**src/rtl/midi_pkg.sv**
```systemverilog
// midi_pkg: shared MIDI constants, framer state encoding, emitted frame payload
// and classification helpers for midi_byte_framer.
package midi_pkg;

   // Status nibbles (upper four bits of a status byte)
   localparam logic [3:0] NOTE_OFF = 4'h8;
   localparam logic [3:0] NOTE_ON  = 4'h9;
   localparam logic [3:0] CTRL     = 4'hB;
   localparam logic [3:0] PRG      = 4'hC;
   localparam logic [3:0] PITCH    = 4'hE;
   localparam logic [3:0] SYS      = 4'hF;

   localparam logic [7:0] SYX_START = 8'hF0;
   localparam logic [7:0] SYX_END   = 8'hF7;
   localparam logic [7:0] RT_FIRST  = 8'hF8;  // F8..FF are real-time bytes

   typedef enum logic [1:0] {
      ST_IDLE,
      ST_SETUP,
      ST_PULSE,
      ST_GAP
   } framer_state_e;

   // One byte as presented to the decoder
   typedef struct packed {
      logic [7:0] status;
      logic [7:0] nr;
      logic [7:0] data;
   } midi_frame_t;

   // Number of data bytes that follow a given status byte
   function automatic logic [1:0] msg_len(input logic [7:0] status);
      logic [1:0] len;
      len = 2'd0;
      case (status[7:4])
         NOTE_OFF, NOTE_ON, 4'hA, CTRL, PITCH: len = 2'd2;
         PRG, 4'hD:                            len = 2'd1;
         SYS: begin
            case (status)
               8'hF1, 8'hF3: len = 2'd1;
               8'hF2:        len = 2'd2;
               default:      len = 2'd0;
            endcase
         end
         default: len = 2'd0;
      endcase
      return len;
   endfunction

   // Saturating increment used for data byte numbering
   function automatic logic [7:0] sat_inc(input logic [7:0] v);
      return (v == 8'hFF) ? v : v + 8'd1;
   endfunction

endpackage

```
**src/rtl/midi_byte_framer_if.sv**
```systemverilog
// midi_byte_framer_if: UART-side byte strobe plus decoder-side framed byte bus.
//   rx_valid/rx_byte       : byte strobe from the UART receiver
//   byteready              : stretched strobe, falling edge is the decoder event
//   cur_status/midibyte_nr/midibyte : framed byte
//   sysex_active/overflow  : status flags
// master = UART/decoder environment, slave = the framer.
interface midi_byte_framer_if;
   logic       rx_valid;
   logic [7:0] rx_byte;
   logic       byteready;
   logic [7:0] cur_status;
   logic [7:0] midibyte_nr;
   logic [7:0] midibyte;
   logic       sysex_active;
   logic       overflow;

   modport master (
      output rx_valid, rx_byte,
      input  byteready, cur_status, midibyte_nr, midibyte, sysex_active, overflow
   );

   modport slave (
      input  rx_valid, rx_byte,
      output byteready, cur_status, midibyte_nr, midibyte, sysex_active, overflow
   );
endinterface

```
**src/rtl/midi_byte_fifo.sv**
```systemverilog
// midi_byte_fifo: first-word-fall-through synchronous byte FIFO.
//   clk_i, rst_ni : clock, synchronous active-low reset
//   push_i, din_i : write strobe and data (ignored while full)
//   pop_i         : advance read side (ignored while empty)
//   dout_o        : head entry, valid whenever empty_o is low (combinational)
//   full_o/empty_o: combinational occupancy flags
module midi_byte_fifo #(
   parameter int unsigned DEPTH = 4
) (
   input  logic       clk_i,
   input  logic       rst_ni,
   input  logic       push_i,
   input  logic       pop_i,
   input  logic [7:0] din_i,
   output logic [7:0] dout_o,
   output logic       full_o,
   output logic       empty_o
);

   localparam int unsigned AW = (DEPTH > 1) ? $clog2(DEPTH) : 1;
   localparam int unsigned PW = AW + 1;

   logic [7:0]    mem_q [DEPTH];
   logic [PW-1:0] wr_q;
   logic [PW-1:0] rd_q;
   logic          do_push;
   logic          do_pop;

   assign do_push = push_i && !full_o;
   assign do_pop  = pop_i && !empty_o;

   // Pointers carry one extra wrap bit to tell full from empty
   assign empty_o = (wr_q == rd_q);
   assign full_o  = (wr_q[AW] != rd_q[AW]) && (wr_q[AW-1:0] == rd_q[AW-1:0]);
   assign dout_o  = mem_q[rd_q[AW-1:0]];

   always_ff @(posedge clk_i) begin
      if (!rst_ni) begin
         wr_q <= '0;
         rd_q <= '0;
      end else begin
         if (do_push) begin
            mem_q[wr_q[AW-1:0]] <= din_i;
            wr_q                <= wr_q + PW'(1);
         end
         if (do_pop) begin
            rd_q <= rd_q + PW'(1);
         end
      end
   end

endmodule

```
**src/rtl/midi_byte_framer.sv**
```systemverilog
// midi_byte_framer: buffers UART bytes, applies running status, numbers data
// bytes within each message and presents each accepted byte to the decoder
// with a stretched byteready pulse.
//   CLOCK_25 : system clock
//   iRST_N   : synchronous active-low reset
//   bus      : slave side of midi_byte_framer_if (rx strobe in, framed byte out)
module midi_byte_framer
   import midi_pkg::*;
#(
   parameter int unsigned FIFO_DEPTH = 4,
   parameter int unsigned PULSE_LEN  = 4,
   parameter int unsigned GAP_LEN    = 4
) (
   input  logic          CLOCK_25,
   input  logic          iRST_N,
   midi_byte_framer_if.slave bus
);

   localparam int unsigned TMAX = (PULSE_LEN > GAP_LEN) ? PULSE_LEN : GAP_LEN;
   localparam int unsigned TW   = (TMAX > 1) ? $clog2(TMAX) : 1;

   framer_state_e state_q;
   logic [TW-1:0] tmr_q;
   logic [7:0]    rs_q;        // running status, 00 = none
   logic [7:0]    cnt_q;       // data bytes seen in current message
   logic          syx_q;
   logic          byteready_q;
   logic          overflow_q;
   midi_frame_t   frame_q;

   logic          emit_d;
   midi_frame_t   frame_d;
   logic [7:0]    rs_d;
   logic [7:0]    cnt_d;
   logic          syx_d;
   logic [7:0]    cnt_inc;

   logic          fifo_push;
   logic          fifo_pop;
   logic          fifo_full;
   logic          fifo_empty;
   logic [7:0]    fifo_dout;

   // Real-time bytes bypass everything
   assign fifo_push = bus.rx_valid && (bus.rx_byte < RT_FIRST);
   assign fifo_pop  = (state_q == ST_IDLE) && !fifo_empty;

   midi_byte_fifo #(.DEPTH(FIFO_DEPTH)) u_fifo (
      .clk_i   (CLOCK_25),
      .rst_ni  (iRST_N),
      .push_i  (fifo_push),
      .pop_i   (fifo_pop),
      .din_i   (bus.rx_byte),
      .dout_o  (fifo_dout),
      .full_o  (fifo_full),
      .empty_o (fifo_empty)
   );

   // Classify the FIFO head byte against the current message context
   always_comb begin
      emit_d  = 1'b0;
      frame_d = '0;
      rs_d    = rs_q;
      cnt_d   = cnt_q;
      syx_d   = syx_q;
      cnt_inc = sat_inc(cnt_q);
      if (fifo_dout == SYX_END) begin
         if (syx_q) begin
            emit_d         = 1'b1;
            frame_d.status = SYX_START;
            frame_d.nr     = cnt_inc;
            frame_d.data   = SYX_END;
            syx_d          = 1'b0;
            rs_d           = 8'h00;
            cnt_d          = 8'h00;
         end
      end else if (fifo_dout == SYX_START) begin
         emit_d         = 1'b1;
         frame_d.status = SYX_START;
         frame_d.nr     = 8'h00;
         frame_d.data   = SYX_START;
         syx_d          = 1'b1;
         rs_d           = SYX_START;
         cnt_d          = 8'h00;
      end else if (fifo_dout[7]) begin
         // Any other status aborts a sysex; data-less system common has no running status
         emit_d         = 1'b1;
         frame_d.status = fifo_dout;
         frame_d.nr     = 8'h00;
         frame_d.data   = fifo_dout;
         syx_d          = 1'b0;
         cnt_d          = 8'h00;
         rs_d           = ((fifo_dout[7:4] == SYS) && (msg_len(fifo_dout) == 2'd0)) ?
                          8'h00 : fifo_dout;
      end else if (rs_q != 8'h00) begin
         emit_d         = 1'b1;
         frame_d.status = rs_q;
         frame_d.nr     = cnt_inc;
         frame_d.data   = fifo_dout;
         if (rs_q == SYX_START) begin
            cnt_d = cnt_inc;
         end else if (cnt_inc == {6'd0, msg_len(rs_q)}) begin
            // Message complete: channel keeps running status, system common drops it
            cnt_d = 8'h00;
            if (rs_q[7:4] == SYS) begin
               rs_d = 8'h00;
            end
         end else begin
            cnt_d = cnt_inc;
         end
      end
   end

   // Framing FSM: IDLE pops, SETUP presents, PULSE/GAP share one down-counter
   always_ff @(posedge CLOCK_25) begin
      if (!iRST_N) begin
         state_q     <= ST_IDLE;
         tmr_q       <= '0;
         rs_q        <= 8'h00;
         cnt_q       <= 8'h00;
         syx_q       <= 1'b0;
         byteready_q <= 1'b0;
         overflow_q  <= 1'b0;
         frame_q     <= '0;
      end else begin
         if (fifo_push && fifo_full) begin
            overflow_q <= 1'b1;
         end
         case (state_q)
            ST_IDLE: begin
               if (!fifo_empty) begin
                  rs_q  <= rs_d;
                  cnt_q <= cnt_d;
                  syx_q <= syx_d;
                  if (emit_d) begin
                     frame_q <= frame_d;
                     state_q <= ST_SETUP;
                  end
               end
            end
            ST_SETUP: begin
               byteready_q <= 1'b1;
               tmr_q       <= TW'(PULSE_LEN - 1);
               state_q     <= ST_PULSE;
            end
            ST_PULSE: begin
               if (tmr_q == '0) begin
                  byteready_q <= 1'b0;
                  tmr_q       <= TW'(GAP_LEN - 1);
                  state_q     <= ST_GAP;
               end else begin
                  tmr_q <= tmr_q - TW'(1);
               end
            end
            ST_GAP: begin
               if (tmr_q == '0) begin
                  state_q <= ST_IDLE;
               end else begin
                  tmr_q <= tmr_q - TW'(1);
               end
            end
            default: state_q <= ST_IDLE;
         endcase
      end
   end

   assign bus.byteready    = byteready_q;
   assign bus.cur_status   = frame_q.status;
   assign bus.midibyte_nr  = frame_q.nr;
   assign bus.midibyte     = frame_q.data;
   assign bus.sysex_active = syx_q;
   assign bus.overflow     = overflow_q;

endmodule
```
**src/flat_wrapper.sv**
```systemverilog
// flat-port wrapper written by rule: the top's interface ports become plain ports
module midi_byte_framer_flat import midi_pkg::*;
#(
   parameter int unsigned FIFO_DEPTH = 4,
   parameter int unsigned PULSE_LEN  = 4,
   parameter int unsigned GAP_LEN    = 4
)
  (CLOCK_25, iRST_N, bus_rx_valid, bus_rx_byte, bus_byteready, bus_cur_status, bus_midibyte_nr, bus_midibyte, bus_sysex_active, bus_overflow);
  midi_byte_framer_if bus_i ();
  input  logic CLOCK_25;
  input  logic iRST_N;
  input wire logic [$bits(bus_i.rx_valid)-1:0] bus_rx_valid;
  input wire logic [$bits(bus_i.rx_byte)-1:0] bus_rx_byte;
  output wire logic [$bits(bus_i.byteready)-1:0] bus_byteready;
  output wire logic [$bits(bus_i.cur_status)-1:0] bus_cur_status;
  output wire logic [$bits(bus_i.midibyte_nr)-1:0] bus_midibyte_nr;
  output wire logic [$bits(bus_i.midibyte)-1:0] bus_midibyte;
  output wire logic [$bits(bus_i.sysex_active)-1:0] bus_sysex_active;
  output wire logic [$bits(bus_i.overflow)-1:0] bus_overflow;
  assign bus_i.rx_valid = bus_rx_valid;
  assign bus_i.rx_byte = bus_rx_byte;
  assign bus_byteready = bus_i.byteready;
  assign bus_cur_status = bus_i.cur_status;
  assign bus_midibyte_nr = bus_i.midibyte_nr;
  assign bus_midibyte = bus_i.midibyte;
  assign bus_sysex_active = bus_i.sysex_active;
  assign bus_overflow = bus_i.overflow;
  midi_byte_framer #(.FIFO_DEPTH(FIFO_DEPTH), .PULSE_LEN(PULSE_LEN), .GAP_LEN(GAP_LEN)) u_core (.CLOCK_25(CLOCK_25), .iRST_N(iRST_N), .bus(bus_i));
endmodule
```
**config.mk**
```make
export PLATFORM = sky130hd
export DESIGN_NAME = midi_byte_framer_flat
export DESIGN_NICKNAME = d
export VERILOG_FILES = /design/src/rtl/midi_pkg.sv /design/src/rtl/midi_byte_framer_if.sv /design/src/rtl/midi_byte_fifo.sv /design/src/rtl/midi_byte_framer.sv /design/src/flat_wrapper.sv
export SDC_FILE = /design/constraint.sdc
export NUM_CORES = 1
export LEC_CHECK = 0
export CAP_MARGIN = 30
export CORE_ASPECT_RATIO = 1.25
export CORE_MARGIN = 5
export CORE_UTILIZATION = 30
export CTS_CLUSTER_DIAMETER = 30
export DETAILED_ROUTE_END_ITERATION = 8
export GPL_ROUTABILITY_DRIVEN = 1
export HOLD_SLACK_MARGIN = 0.08
export MAX_ROUTING_LAYER = met4
export PLACE_DENSITY = 0.5
export SYNTH_ARGS = -nofsm -noshare
export SYNTH_HDL_FRONTEND = slang
export SYNTH_HIERARCHICAL = 1
export SYNTH_SLANG_ARGS = --single-unit
```
**constraint.sdc**
```tcl
create_clock -name CLOCK_25 -period 3.3 [get_ports CLOCK_25]
set_input_delay 0.99 -clock CLOCK_25 [delete_from_list [all_inputs] [get_ports CLOCK_25]]
set_output_delay 0.99 -clock CLOCK_25 [all_outputs]
set_load 0.01 [all_outputs]
```
==> results by group <==
Synthesis
  • Most common cell in the netlist: dfxtp_1
  • Ranking of synthesized cells by area: dfxtp_1, edfxtp_1, mux4_2
  • Post-synth top area cell: dfxtp_1
  • Number of warning messages in the yosys log: 6
  • Post-synthesis cell area: 0.00430 mm2
  • Post-synth EDFFs: 32
  • Gate Count Post-Synth: 405
  • Yosys cell types: 65
  • Top cell type's share of synthesized area: 0.256
  • Mean Syn Cell Area: about 11 um2
  • Synth Register Bits: 87
  • Commonest cells in the netlist: dfxtp_1, nand2_1, edfxtp_1, nand3_1, nor2_1
  • Syn nets: 427
  • Sequential element share of the synthesized area: 0.479
  • Ys async rst share: 0
  • Main synth FF type: dfxtp_1

Placed design
  • Dpl ws: roughly 0.44 ns
  • HPWL reported at the end of detailed placement: approximately 7400 um
  • RD Place Congestion: 0.807
  • PortBufs: 37

GRT
  • Vias in the first global route: 3224
  • Initial antenna violation count: 0
  • Largest net degree at the start of global routing: 30
  • Most Crowded Layer GR: met2
  • Overflow after GRT: 0
  • GR Util met2: 0.223
  • GRT Util Overall: 0.130
  • Met1 usage: 0.149
  • Met3 Usage GRT: 0.0261
  • First-pass GRT wire length: 16600 um

Job
  • Maxcap violations: 0

Detailed routing
  • Remaining DRCs: 0
  • DR vias/cell: 5.16
  • Iteration count of the initial detailed-routing pass: 4
  • Post-DRT Antenna Nets: 0
  • Total Routed Length: 10000 um
  • Iter 0 DRT Violations: around 150
  • Post-DR wirelength/cell: about 16 um
  • Vias after detailed routing: 3212

Cells and area
  • Diode count: 0
  • Fill cells: 1439
  • P&R area growth vs syn: 18.7%
  • Final #Nets: 461
  • Layout cells sized above 1: 0.128

CTS
  • H-Tree Depth: 3
  • CTS tree: built
  • Root buffer cell: clkbuf_16
  • CTS sink count: 87
  • CTS Buffer Depth: 2
  • Clock Pin Slew Worst Setup and Hold Paths: 0.07 ns
  • CTS Buf Count: 9
  • Post-CTS Setup Bufs: 0
  • Skew-Pair Late Insertion Delay: 0.35 ns
  • Post-cts resize count: 0
  • # hold bufs at CTS: 0

Power
  • Peak VDD IR: 0.292 mV
  • PD cells: ~770 mW/mm2
  • Pleak: 1.78 nW

Timing
  • Period Utilization, post-route: 0.861
  • Final hold slack: approximately 0.46 ns
  • Worst slew pin tran: 0.625 ns
  • Fin Setup TNS: 0 ns
  • Relative slew slack: 0.583
  • Setup-failing EPs final: 0
  • Fin crit period: 2.84 ns
  • Final hold vios: 0
  • Max Freq: 352 MHz
  • RSZ-0062 raised after global routing: no
  • Clock Skews: 0.0112 ns
  • Fin worst setup slack: 0.460 ns
  • Total count of max-transition violations in the final report: 0

Die
  • Row cnt: 49
  • Die area: 0.0168 mm2
  • Initial Util: 0.302
  • Die Y: 144 um
  • I/O pin count: 38
  • DIE WIDTH: around 120 um
  • Placeable core region: 0.0142 mm2

Worst setup path
  • Required time of the critical path: 3.58 ns
  • CP Launch Type: register
  • Crit-path max FO: 18
  • Cell depth of the worst flop-to-flop path: 8
  • Worst setup EP type: register
  • Arrival @ worst endpoint: 3.12 ns
  • Kind of critical path: register to register

Worst hold path
  • Hold depth: 2
  • Hold Path Class: register to register

Run status
  • Status: finished clean
## state kept, by name, summed over array words and instances (netlist names), named ones only
name and flops:
u_core/bus.midibyte_nr 8, u_core/bus.cur_status 8, u_core/rs_q 8, u_core/bus.midibyte 8, u_core/bus.sysex_active 1, u_core/bus.overflow 1
u_core/bus.byteready 1, u_core/tmr_q 2, u_core/u_fifo/rd_q 3, u_core/cnt_q 8, u_core/state_q 2, u_core/u_fifo/wr_q 3
u_core/u_fifo/mem_q 32
## metrics by stage
stage / cell area [um2] / utilization / power, mW / instances
CTS: 5110 / 0.359 / 3.98 / 622
finish: 5110 / 0.359 / 3.92 / 622
global placement: 4810 / 0.338 / 2.94 / 606
floorplan: 4300 / - / 2.58 / 405
global route: 5110 / 0.359 / 4.21 / 622
detailed placement: 4810 / 0.338 / 2.97 / 606
## where the power goes
group	internal [mW]	leakage [nW]	switching, mW	total [mW]
Combinational	0.627	0.900	0.861	1.49
Clock	0.533	0.146	0.464	0.997
Sequential	1.29	0.738	0.155	1.44
Total	2.44	1.78	1.48	3.92
## cell type report
class                      count  area, um2  area share
clock inverter                 7       71.3      0.0140
timing repair buffer          48        453      0.0887
inverter                      14       52.6      0.0103
clock buffer                   9        225      0.0441
sequential                    87       2060       0.404
tap                          178        223      0.0436
multi-input combinational    279       2020       0.396
## worst max-delay path, stage by stage, from the launching register on
cell and delay, ns:
dfxtp_1 0.50, buf_4 0.22, mux4_2 0.55, nand4_1 0.25, or2_2 0.27, o211ai_4 0.11, buf_4 0.24, or4_1 0.50
a21oi_1 0.13
## cell families (layout without fill, tap and decap cells)
kind of cell | count (synthesis) | after routing | synth area share
AO/OA/AOI/OAI | 94 | 94 | 0.171
XOR/XNOR | 7 | 7 | 0.0175
adder cells (fa/ha/maj) | 11 | 11 | 0.0320
buffers and inverters | 39 | 78 | 0.0509
flip-flops | 87 | 87 | 0.479
multiplexers | 16 | 16 | 0.0605
AND/OR/NAND/NOR | 151 | 151 | 0.188
## layer usage
| metal | share of wire | up-vias |
|---|---|---|
| li1 | - | 1585 |
| met1 | 0.43 | 1553 |
| met2 | 0.53 | 66 |
| met3 | 0.032 | 8 |
| met4 | 0.011 | 0 |
| met5 | 0 | - |
## path summary, 6_finish.rpt
kind                            slack [ns]                   endpoint                       from
worst max-delay path                  0.46            u_core/cnt_q[0]                   register
worst min-delay path                  0.46  u_core/bus.midibyte_nr[6]  u_core/bus.midibyte_nr[6]
worst max register to register        0.46            u_core/cnt_q[0]                   register
worst min register to register        0.46  u_core/bus.midibyte_nr[6]  u_core/bus.midibyte_nr[6]
## cells in the final DEF, fill, tap and decap left out, types with 4 or more instances in the layout
cell / synthesis / final
nand4_1: 12 / 12
clkbuf_16: 0 / 9
or4_1: 5 / 5
nor2b_1: 18 / 18
nor3_1: 10 / 10
edfxtp_1: 32 / 32
o211a_1: 7 / 7
clkdlybuf4s50_1: 0 / 37
a21boi_1: 4 / 4
o211ai_1: 4 / 4
a21oi_1: 18 / 18
dfxtp_1: 55 / 55
mux4_2: 8 / 8
nand3_1: 21 / 21
a22oi_1: 5 / 5
nand2_1: 36 / 36
inv_1: 14 / 14
a21boi_2: 9 / 9
mux2i_1: 8 / 8
nor2_1: 19 / 19
buf_4: 2 / 11
and3_1: 4 / 4
and2_1: 5 / 5
ha_1: 11 / 11
o21ai_0: 10 / 10
(Power assumes the default switching activity.)
